==> config.mk <==
export PLATFORM = sky130hd
export DESIGN_NAME = mem_ctrl
export DESIGN_NICKNAME = d
export VERILOG_FILES = /design/src/rtl/mem_ctrl.sv
export SDC_FILE = /design/constraint.sdc
export NUM_CORES = 1
export LEC_CHECK = 0
export ABC_AREA = 0
export CAP_MARGIN = 10
export CORE_MARGIN = 1.5
export CORE_UTILIZATION = 55
export DETAILED_ROUTE_END_ITERATION = 8
export DONT_BUFFER_PORTS = 1
export PLACE_DENSITY = 0.73
export REMOVE_ABC_BUFFERS = 1
export SETUP_SLACK_MARGIN = 0.02
export SLEW_MARGIN = 20
export SYNTH_ARGS = -nofsm -noshare
export SYNTH_HDL_FRONTEND = slang
export SYNTH_SLANG_ARGS = --single-unit
export TNS_END_PERCENT = 100
==> constraint.sdc <==
create_clock -name clk -period 2.75 [get_ports clk]
set_input_delay 0.4125 -clock clk [delete_from_list [all_inputs] [get_ports clk]]
set_output_delay 0.4125 -clock clk [all_outputs]
set_load 0.1 [all_outputs]
==> src/rtl/mem_ctrl.sv <==
// Byte-serial RAM port arbiter shared by instruction fetch and the data-memory stage.
// Reads are assembled little-endian into 32 bits; stores are written one byte per cycle.
module mem_ctrl #(
    parameter int ADDR_W        = 32,
    parameter bit IDLE_PRIO_MEM = 1'b1
) (
    input  logic              clk,
    input  logic              rst,
    input  logic              if_req_i,
    input  logic [ADDR_W-1:0] if_addr_i,
    output logic [31:0]       if_data_o,
    output logic              if_done_o,
    input  logic              mem_req_i,
    input  logic              mem_we_i,
    input  logic [1:0]        mem_len_i,
    input  logic [ADDR_W-1:0] mem_addr_i,
    input  logic [31:0]       mem_wdata_i,
    output logic [31:0]       mem_rdata_o,
    output logic              mem_done_o,
    output logic [ADDR_W-1:0] ram_addr_o,
    output logic              ram_we_o,
    output logic [7:0]        ram_dout_o,
    input  logic [7:0]        ram_din_i
);

    typedef enum logic [1:0] {
        IDLE  = 2'd0,
        FETCH = 2'd1,
        LOAD  = 2'd2,
        STORE = 2'd3
    } state_t;

    state_t            state_q, state_d;
    logic [2:0]        cnt_q, cnt_d;
    logic [2:0]        nbytes_q, nbytes_d;
    logic [ADDR_W-1:0] base_q, base_d;
    logic [31:0]       wdata_q, wdata_d;
    logic [31:0]       rbuf_q, rbuf_d;
    logic [ADDR_W-1:0] ram_addr_q, ram_addr_d;
    logic              ram_we_q, ram_we_d;
    logic [7:0]        ram_dout_q, ram_dout_d;
    logic [31:0]       if_data_q, if_data_d;
    logic              if_done_q, if_done_d;
    logic [31:0]       mem_rdata_q, mem_rdata_d;
    logic              mem_done_q, mem_done_d;
    logic              grant_mem;
    logic [1:0]        byte_idx;

    // Byte captured this cycle belongs to the address issued two cycles earlier.
    assign byte_idx = cnt_q[1:0] - 2'd2;

    function automatic logic [2:0] len_to_bytes(input logic [1:0] len);
        case (len)
            2'd0:    len_to_bytes = 3'd1;
            2'd1:    len_to_bytes = 3'd2;
            default: len_to_bytes = 3'd4;
        endcase
    endfunction

    always_comb begin
        state_d     = state_q;
        cnt_d       = cnt_q;
        nbytes_d    = nbytes_q;
        base_d      = base_q;
        wdata_d     = wdata_q;
        rbuf_d      = rbuf_q;
        ram_addr_d  = ram_addr_q;
        ram_we_d    = 1'b0;
        ram_dout_d  = ram_dout_q;
        if_data_d   = if_data_q;
        if_done_d   = 1'b0;
        mem_rdata_d = mem_rdata_q;
        mem_done_d  = 1'b0;
        grant_mem   = 1'b0;

        case (state_q)
            IDLE: begin
                // The done cycle still sees the finished requester's req high, so skip it.
                if (!if_done_q && !mem_done_q) begin
                    grant_mem = mem_req_i && (IDLE_PRIO_MEM || !if_req_i);
                    if (grant_mem) begin
                        base_d     = mem_addr_i;
                        nbytes_d   = len_to_bytes(mem_len_i);
                        wdata_d    = mem_wdata_i;
                        cnt_d      = 3'd1;
                        ram_addr_d = mem_addr_i;
                        rbuf_d     = 32'd0;
                        if (mem_we_i) begin
                            state_d    = STORE;
                            ram_we_d   = 1'b1;
                            ram_dout_d = mem_wdata_i[7:0];
                        end else begin
                            state_d = LOAD;
                        end
                    end else if (if_req_i) begin
                        base_d     = if_addr_i;
                        nbytes_d   = 3'd4;
                        cnt_d      = 3'd1;
                        ram_addr_d = if_addr_i;
                        rbuf_d     = 32'd0;
                        state_d    = FETCH;
                    end
                end
            end

            FETCH, LOAD: begin
                if (state_q == FETCH && !if_req_i) begin
                    state_d = IDLE;
                end else begin
                    cnt_d = cnt_q + 3'd1;
                    if (cnt_q < nbytes_q) begin
                        ram_addr_d = base_q + ADDR_W'(cnt_q);
                    end
                    if (cnt_q >= 3'd2) begin
                        rbuf_d[{byte_idx, 3'b000} +: 8] = ram_din_i;
                    end
                    if (cnt_q == nbytes_q + 3'd1) begin
                        state_d = IDLE;
                        if (state_q == FETCH) begin
                            if_data_d = rbuf_d;
                            if_done_d = 1'b1;
                        end else begin
                            mem_rdata_d = rbuf_d;
                            mem_done_d  = 1'b1;
                        end
                    end
                end
            end

            STORE: begin
                if (cnt_q == nbytes_q) begin
                    state_d    = IDLE;
                    mem_done_d = 1'b1;
                end else begin
                    cnt_d      = cnt_q + 3'd1;
                    ram_addr_d = base_q + ADDR_W'(cnt_q);
                    ram_dout_d = wdata_q[{cnt_q[1:0], 3'b000} +: 8];
                    ram_we_d   = 1'b1;
                end
            end

            default: state_d = IDLE;
        endcase
    end

    always_ff @(posedge clk) begin
        if (rst) begin
            state_q     <= IDLE;
            cnt_q       <= 3'd0;
            nbytes_q    <= 3'd0;
            base_q      <= '0;
            wdata_q     <= 32'd0;
            rbuf_q      <= 32'd0;
            ram_addr_q  <= '0;
            ram_we_q    <= 1'b0;
            ram_dout_q  <= 8'd0;
            if_data_q   <= 32'd0;
            if_done_q   <= 1'b0;
            mem_rdata_q <= 32'd0;
            mem_done_q  <= 1'b0;
        end else begin
            state_q     <= state_d;
            cnt_q       <= cnt_d;
            nbytes_q    <= nbytes_d;
            base_q      <= base_d;
            wdata_q     <= wdata_d;
            rbuf_q      <= rbuf_d;
            ram_addr_q  <= ram_addr_d;
            ram_we_q    <= ram_we_d;
            ram_dout_q  <= ram_dout_d;
            if_data_q   <= if_data_d;
            if_done_q   <= if_done_d;
            mem_rdata_q <= mem_rdata_d;
            mem_done_q  <= mem_done_d;
        end
    end

    assign if_data_o   = if_data_q;
    assign if_done_o   = if_done_q;
    assign mem_rdata_o = mem_rdata_q;
    assign mem_done_o  = mem_done_q;
    assign ram_addr_o  = ram_addr_q;
    assign ram_we_o    = ram_we_q;
    assign ram_dout_o  = ram_dout_q;

endmodule

Word-level counts from Yosys, hierarchy flattened:

Index checks and enable logic that the tools add are counted.

* register bits: 211
* input port bits: 111

* add/sub/neg operators: 5
* order comparisons: 2
* eq/ne operators: 15
* shift-type cells: 3
* muxes and demuxes: 47
* bitwise operators: 4
* reductions and logical operators: 21

Operator list (number)
* two-way mux 32 bit: 11
* one-hot mux 32 bit (3 select lines): 1
* one-hot mux 32 bit (2 select lines): 1
* adder 32 x 3 -> 32 bit: 1
* bitwise mux 32 bit: 1
* two-way mux 8 bit: 4
* variable shift 8 x 7 -> 32 bit (first input constant): 1
* variable part select 32 x 6 -> 8 bit: 1
* variable part select 8 x 7 -> 32 bit: 1
* two-way mux 3 bit: 7
* AND reduction 4 bit: 5
* one-hot mux 8 bit (2 select lines): 1
* inequality test 2 bit (second input constant): 7
* two-way mux 2 bit: 6
* two-way mux 1 bit: 10
* AND reduction 5 bit: 2
* one-hot mux 3 bit (3 select lines): 1
* negation 5 -> 7 bit: 1
* adder 3 x 1 -> 3 bit (second input constant): 2
* == test 3 bit: 2
* inequality test 3 bit (second input constant): 2
* one-hot mux 2 bit (3 select lines): 1
* one-hot mux 3 bit (2 select lines): 1
* AND reduction 3 bit: 2
* other kinds (13): 25

Depth between registers and ports, before layout:

* depth in word-level cells: 7
* gate-level depth with buffers: 10

Worst setup path before layout:

OpenSTA, ideal clock, no wires.

* kind: reg2reg
* start point: register cnt_q[1]
* end point: register if_data_q[17], in the netlist if_data_o[17]
* library setup time: 81 ps
* data arrival time: 2673 ps
* required time: 2669 ps
* setup slack: -4 ps
* cell stages (with the launch flop): 10
* path buffers: 3
* clock period less this slack: 2754 ps
* path through: dfxtp_1 > buf_2 > clkbuf_1 > inv_1 > ha_1 > or3_1 > nor3_2 > buf_2 > a22oi_1 > a211oi_2

* word-level cells in the longest chain between the ends: 5
* elaborated cells between the ends (all ways): 9
* classes of those cells: 2 x add/sub; 1 x order compare; 1 x eq/ne; 2 x shift; 2 x mux; 1 x reduce/logical

RTL lines
* from (decl): line 34 `logic [2:0] cnt_q, cnt_d;`
* from (signal assigned): line 163 `cnt_q <= cnt_d;`
* subtractor 2 bit: line 50 `assign byte_idx = cnt_q[1:0] - 2'd2;`
* negation 5 -> 7 bit: line 115 `rbuf_d[{byte_idx, 3'b000} +: 8] = ram_din_i;`
* variable part select 8 x 7 -> 32 bit / variable shift 8 x 7 -> 32 bit (equally long branches): line 115
* bitwise mux 32 bit: line 115
* two-way mux 32 bit: line 114 `if (cnt_q >= 3'd2) begin`
* to (signal assigned): line 171 `if_data_q <= if_data_d;`
* to (decl): line 42 `logic [31:0] if_data_q, if_data_d;`

Several ways; a longest one is shown, not always the timed one.
A chain may end at the register's enable or synchronous reset.

Worst setup path after layout:

* start point: register cnt_q[1]
* end point: register ram_addr_q[23], in the netlist ram_addr_o[23]

* word-level cells in the longest chain between the ends: 4
* elaborated cells between the ends (all ways): 10
* classes of those cells: 1 x add/sub; 1 x order compare; 3 x eq/ne; 4 x mux; 1 x reduce/logical

RTL lines
* adder 32 x 3 -> 32 bit: line 112, 136
* two-way mux 32 bit: line 111 `if (cnt_q < nbytes_q) begin`
* two-way mux 32 bit: line 107 `if (state_q == FETCH && !if_req_i) begin`
* one-hot mux 32 bit (3 select lines): line 76 `case (state_q)`
* to (signal assigned): line 168 `ram_addr_q <= ram_addr_d;`
* to (decl): line 39 `logic [ADDR_W-1:0] ram_addr_q, ram_addr_d;`

Several ways; a longest one is shown, not always the timed one. The select of a mux whose other input is x is not followed.

==> flow_summary_export.csv <==
group,metric,value,unit
status,status,"finished, final reports clean",
critical_path,path_max_fanout,12,
grt,gr-usage-all-layers,24.2,%
timing,slew_headroom,29.7,%
power_and_ir_drop,combPwrFrac,26.0,%
logic_synthesis,synth_top_area_cell,"dfxtp_1",
hold_path,hold_path_class,"input pin to flop",
logic_synthesis,async_flop_share,0,%
logic_synthesis,yosys_warnings,0,
grt,grt_max_degree,176,
grt,grt_overflow,0,
critical_path,cp-start-kind,"flop",
clock_network,clk_pin_slew,60,ps
layout,syn_to_final_growth,8.95,%
hold_path,min-delay-start,"rst",
routing,drt_iter0_drc,553,
power_and_ir_drop,internal_power,6.74,mW
logic_synthesis,netlist_area,0.00976,mm2
die,fp-row-count,48,
timing,skew,7.82,ps
critical_path,critPathLaunch,"cnt_q[1]",
critical_path,crit_type,"flop to flop",
routing,vias,7716,
layout,fin_nets,1178,
logic_synthesis,synth.most_common_cell,"dfxtp_1",
routing,wl,22700,um
placement,placed_area,0.00992,mm2
critical_path,cp.required,3140,ps
clock_network,cts_made_buffers,22,
routing,final_antenna_net_count,0,
critical_path,rr_worst_depth,7,
critical_path,regToRegStartpoint,"cnt_q[1]",
timing,fmax,0.393,GHz
critical_path,crit_arrival,2930,ps
critical_path,reg2reg_slack,210,ps
clock_network,cts_buffer_depth,3,
placement,dp.cells,1248,
logic_synthesis,synth_cells,1080,
power_and_ir_drop,sw_frac_of_total,50.5,%
die,dieArea,0.0186,mm2
placement,place.gp.congestion,0.770,
logic_synthesis,post-synth-top-area-fraction,43.3,%
logic_synthesis,synth.distinct_cells,61,
clock_network,cts_tree,"yes",
timing,period_needed,2540,ps
die,start_util,56.4,%
power_and_ir_drop,power.density,1280,mW/mm2
layout,n_antenna_cell,0,
routing,drc_errors,0,
hold_path,hold_path_depth,1,
power_and_ir_drop,p_leak,3.78,nW
timing,setup_viol,0,
die,coreArea,0.0173,mm2
critical_path,worstSetupEndpointType,"flop",
logic_synthesis,ys.flop_type,"dfxtp_1",
die,die_w,136,um
logic_synthesis,synth_area_leaders,"dfxtp_1, a211oi_1, mux2i_1",
timing,rsz0062_at_grt,"false",
hold_path,min_delay_worst_endpoint,"ram_addr_o[31]",
clock_network,cts-root-buf,"clkbuf_16",
logic_synthesis,synth_seq_area_share,43.3,%
placement,hpwlAfterDp,14400,um
grt,antenna_found_initial,0,
timing,tightestPinTransition,1050,ps
logic_synthesis,ys_ff_latch,211,
grt,grt_pass1_vias,7281,
layout,fin_cells,1286,
timing,slew_violations,0,
placement,io_buffers,0,
timing,hold_ws,29.8,ps
run,drv_cap,0,
clock_network,htree_levels,1,
routing,drt-vias-per-instance,6.00,
power_and_ir_drop,seqPwrFrac,53.4,%
logic_synthesis,ys_top_cells_by_count,"dfxtp_1, nor2_1, nand2_1",
timing,hold_viol,0,
layout,final_area,0.0106,mm2
clock_network,worstSkewPairLatency,500,ps
layout,drive_gt1_share,11.1,%
grt,grt_pass1_wl,36700,um
power_and_ir_drop,power_frac_clock,20.6,%
clock_network,cts_sinks,211,
power_and_ir_drop,netSwitchingPower,6.87,mW
die,die_y,136,um
timing,timing.final.crit_share,92.5,%
power_and_ir_drop,power,13.6,mW
die,pin_count,218,
timing,fin_tns_setup,0,ps
logic_synthesis,syn_area_per_cell,9.04,um2
routing,drt-pass1-iter-count,5,
routing,wl_per_cell,17.6,um
power_and_ir_drop,peakVddDrop,0.858,mV
logic_synthesis,synth_edf_count,0,
critical_path,rr_endpoint,"ram_addr_o[23]",
cells by family after synthesis:
group                      Yosys count  share of synthesized area, %
AOI/OAI and AO/OA                  303                          23.0
xor gates and xnor gates            24                          2.31
adders and majority gates           18                          2.38
buffers and inverters               97                          4.55
DFF                                211                          43.3
muxes                               59                          7.09
and+or+nand+nor                    368                          17.4
metrics by stage:
stage	util, %	setup WS (ps)
final	61.5	207
after global routing	61.5	22.5
after CTS	61.4	95.1
after detailed placement	57.4	97.7
after global placement	57.3	147
after floorplan	-	-696
layout by cell type (no fill, tap or decap), types with 3 or more instances in the layout:
cell,Yosys,final
a211oi_1,82,82
a211oi_2,27,27
a21oi_1,71,71
a22o_1,16,16
a22oi_1,49,49
and2_1,3,3
and3_1,4,4
and4_1,7,6
buf_12,0,4
buf_4,8,25
clkbuf_1,51,6
clkbuf_16,0,23
clkbuf_8,0,4
dfxtp_1,211,211
ha_1,17,16
inv_1,11,11
mux2i_1,50,50
mux4_2,8,8
nand2_1,131,131
nand2b_1,19,19
nand3_1,19,19
nand4_1,8,8
nor2_1,132,131
nor2b_1,13,12
nor3_1,9,8
nor3_2,4,5
nor4_1,5,4
o211ai_1,18,18
o21a_1,3,3
o21ai_0,5,5
o21ai_1,4,4
o22ai_1,10,10
o31ai_1,4,4
xor2_1,21,21
sequential cells by signal (all words and copies together) (netlist names):
signal / flops
nbytes_q: 3
mem_rdata_o: 32
if_done_o: 1
ram_addr_o: 32
wdata_q: 32
ram_we_o: 1
rbuf_q: 32
if_data_o: 32
state_q: 2
base_q: 32
cnt_q: 3
ram_dout_o: 8
mem_done_o: 1
layer usage:
metal	global-route usage [%]	up-vias	routed length, um	share of wire, %
met5	0	-	0	0
met4	6.32	0	562	2.5
met3	5.78	37	1600	7.1
met2	40.6	233	10700	47
met1	31.3	3605	9860	43
li1	-	3841	-	-
worst max-delay path: stages (launching register included):
cell and delay, ps:
dfxtp_1 490, ha_1 300, a211oi_1 620, nor4_2 90, buf_4 210, and3_1 170
or3_1 340, a32o_1 210
worst max-delay path by stage:
stage | depth (start not counted) | end
floorplan | 6 | if_data_o[14]
global placement | 7 | ram_addr_o[16]
detailed placement | 8 | rbuf_q[28]
CTS | 8 | rbuf_q[28]
global route | 7 | ram_addr_o[23]
finish | 7 | ram_addr_o[23]
layout make-up:
class                      count  area (um2)
fill                        1494        6670
multi-input combinational    772        5130
sequential                   211        4220
clock buffer                  33         653
tap                          225         282
timing repair buffer          30         278
inverter                      12        45.0
clock inverter                 3        18.8
power by group through the flow:
stage | registers, mW | clock network, mW | logic [mW]
2_1_floorplan | 7.23 | 0 | 2.52
3_3_place_gp | 7.30 | 0 | 3.46
3_5_place_dp | 7.32 | 0 | 3.51
4_1_cts | 7.27 | 2.84 | 3.54
5_1_grt | 7.36 | 2.98 | 3.96
6_report | 7.26 | 2.81 | 3.53
timing repair:
item,in CTS,in global routing
buffers inserted,0,0
hold buffers,2,0
endpoints found under the hold margin,33,0
endpoints found under the setup margin,0,20
gates resized for setup,0,1
Note: power is estimated with default switching activity, not from simulation.
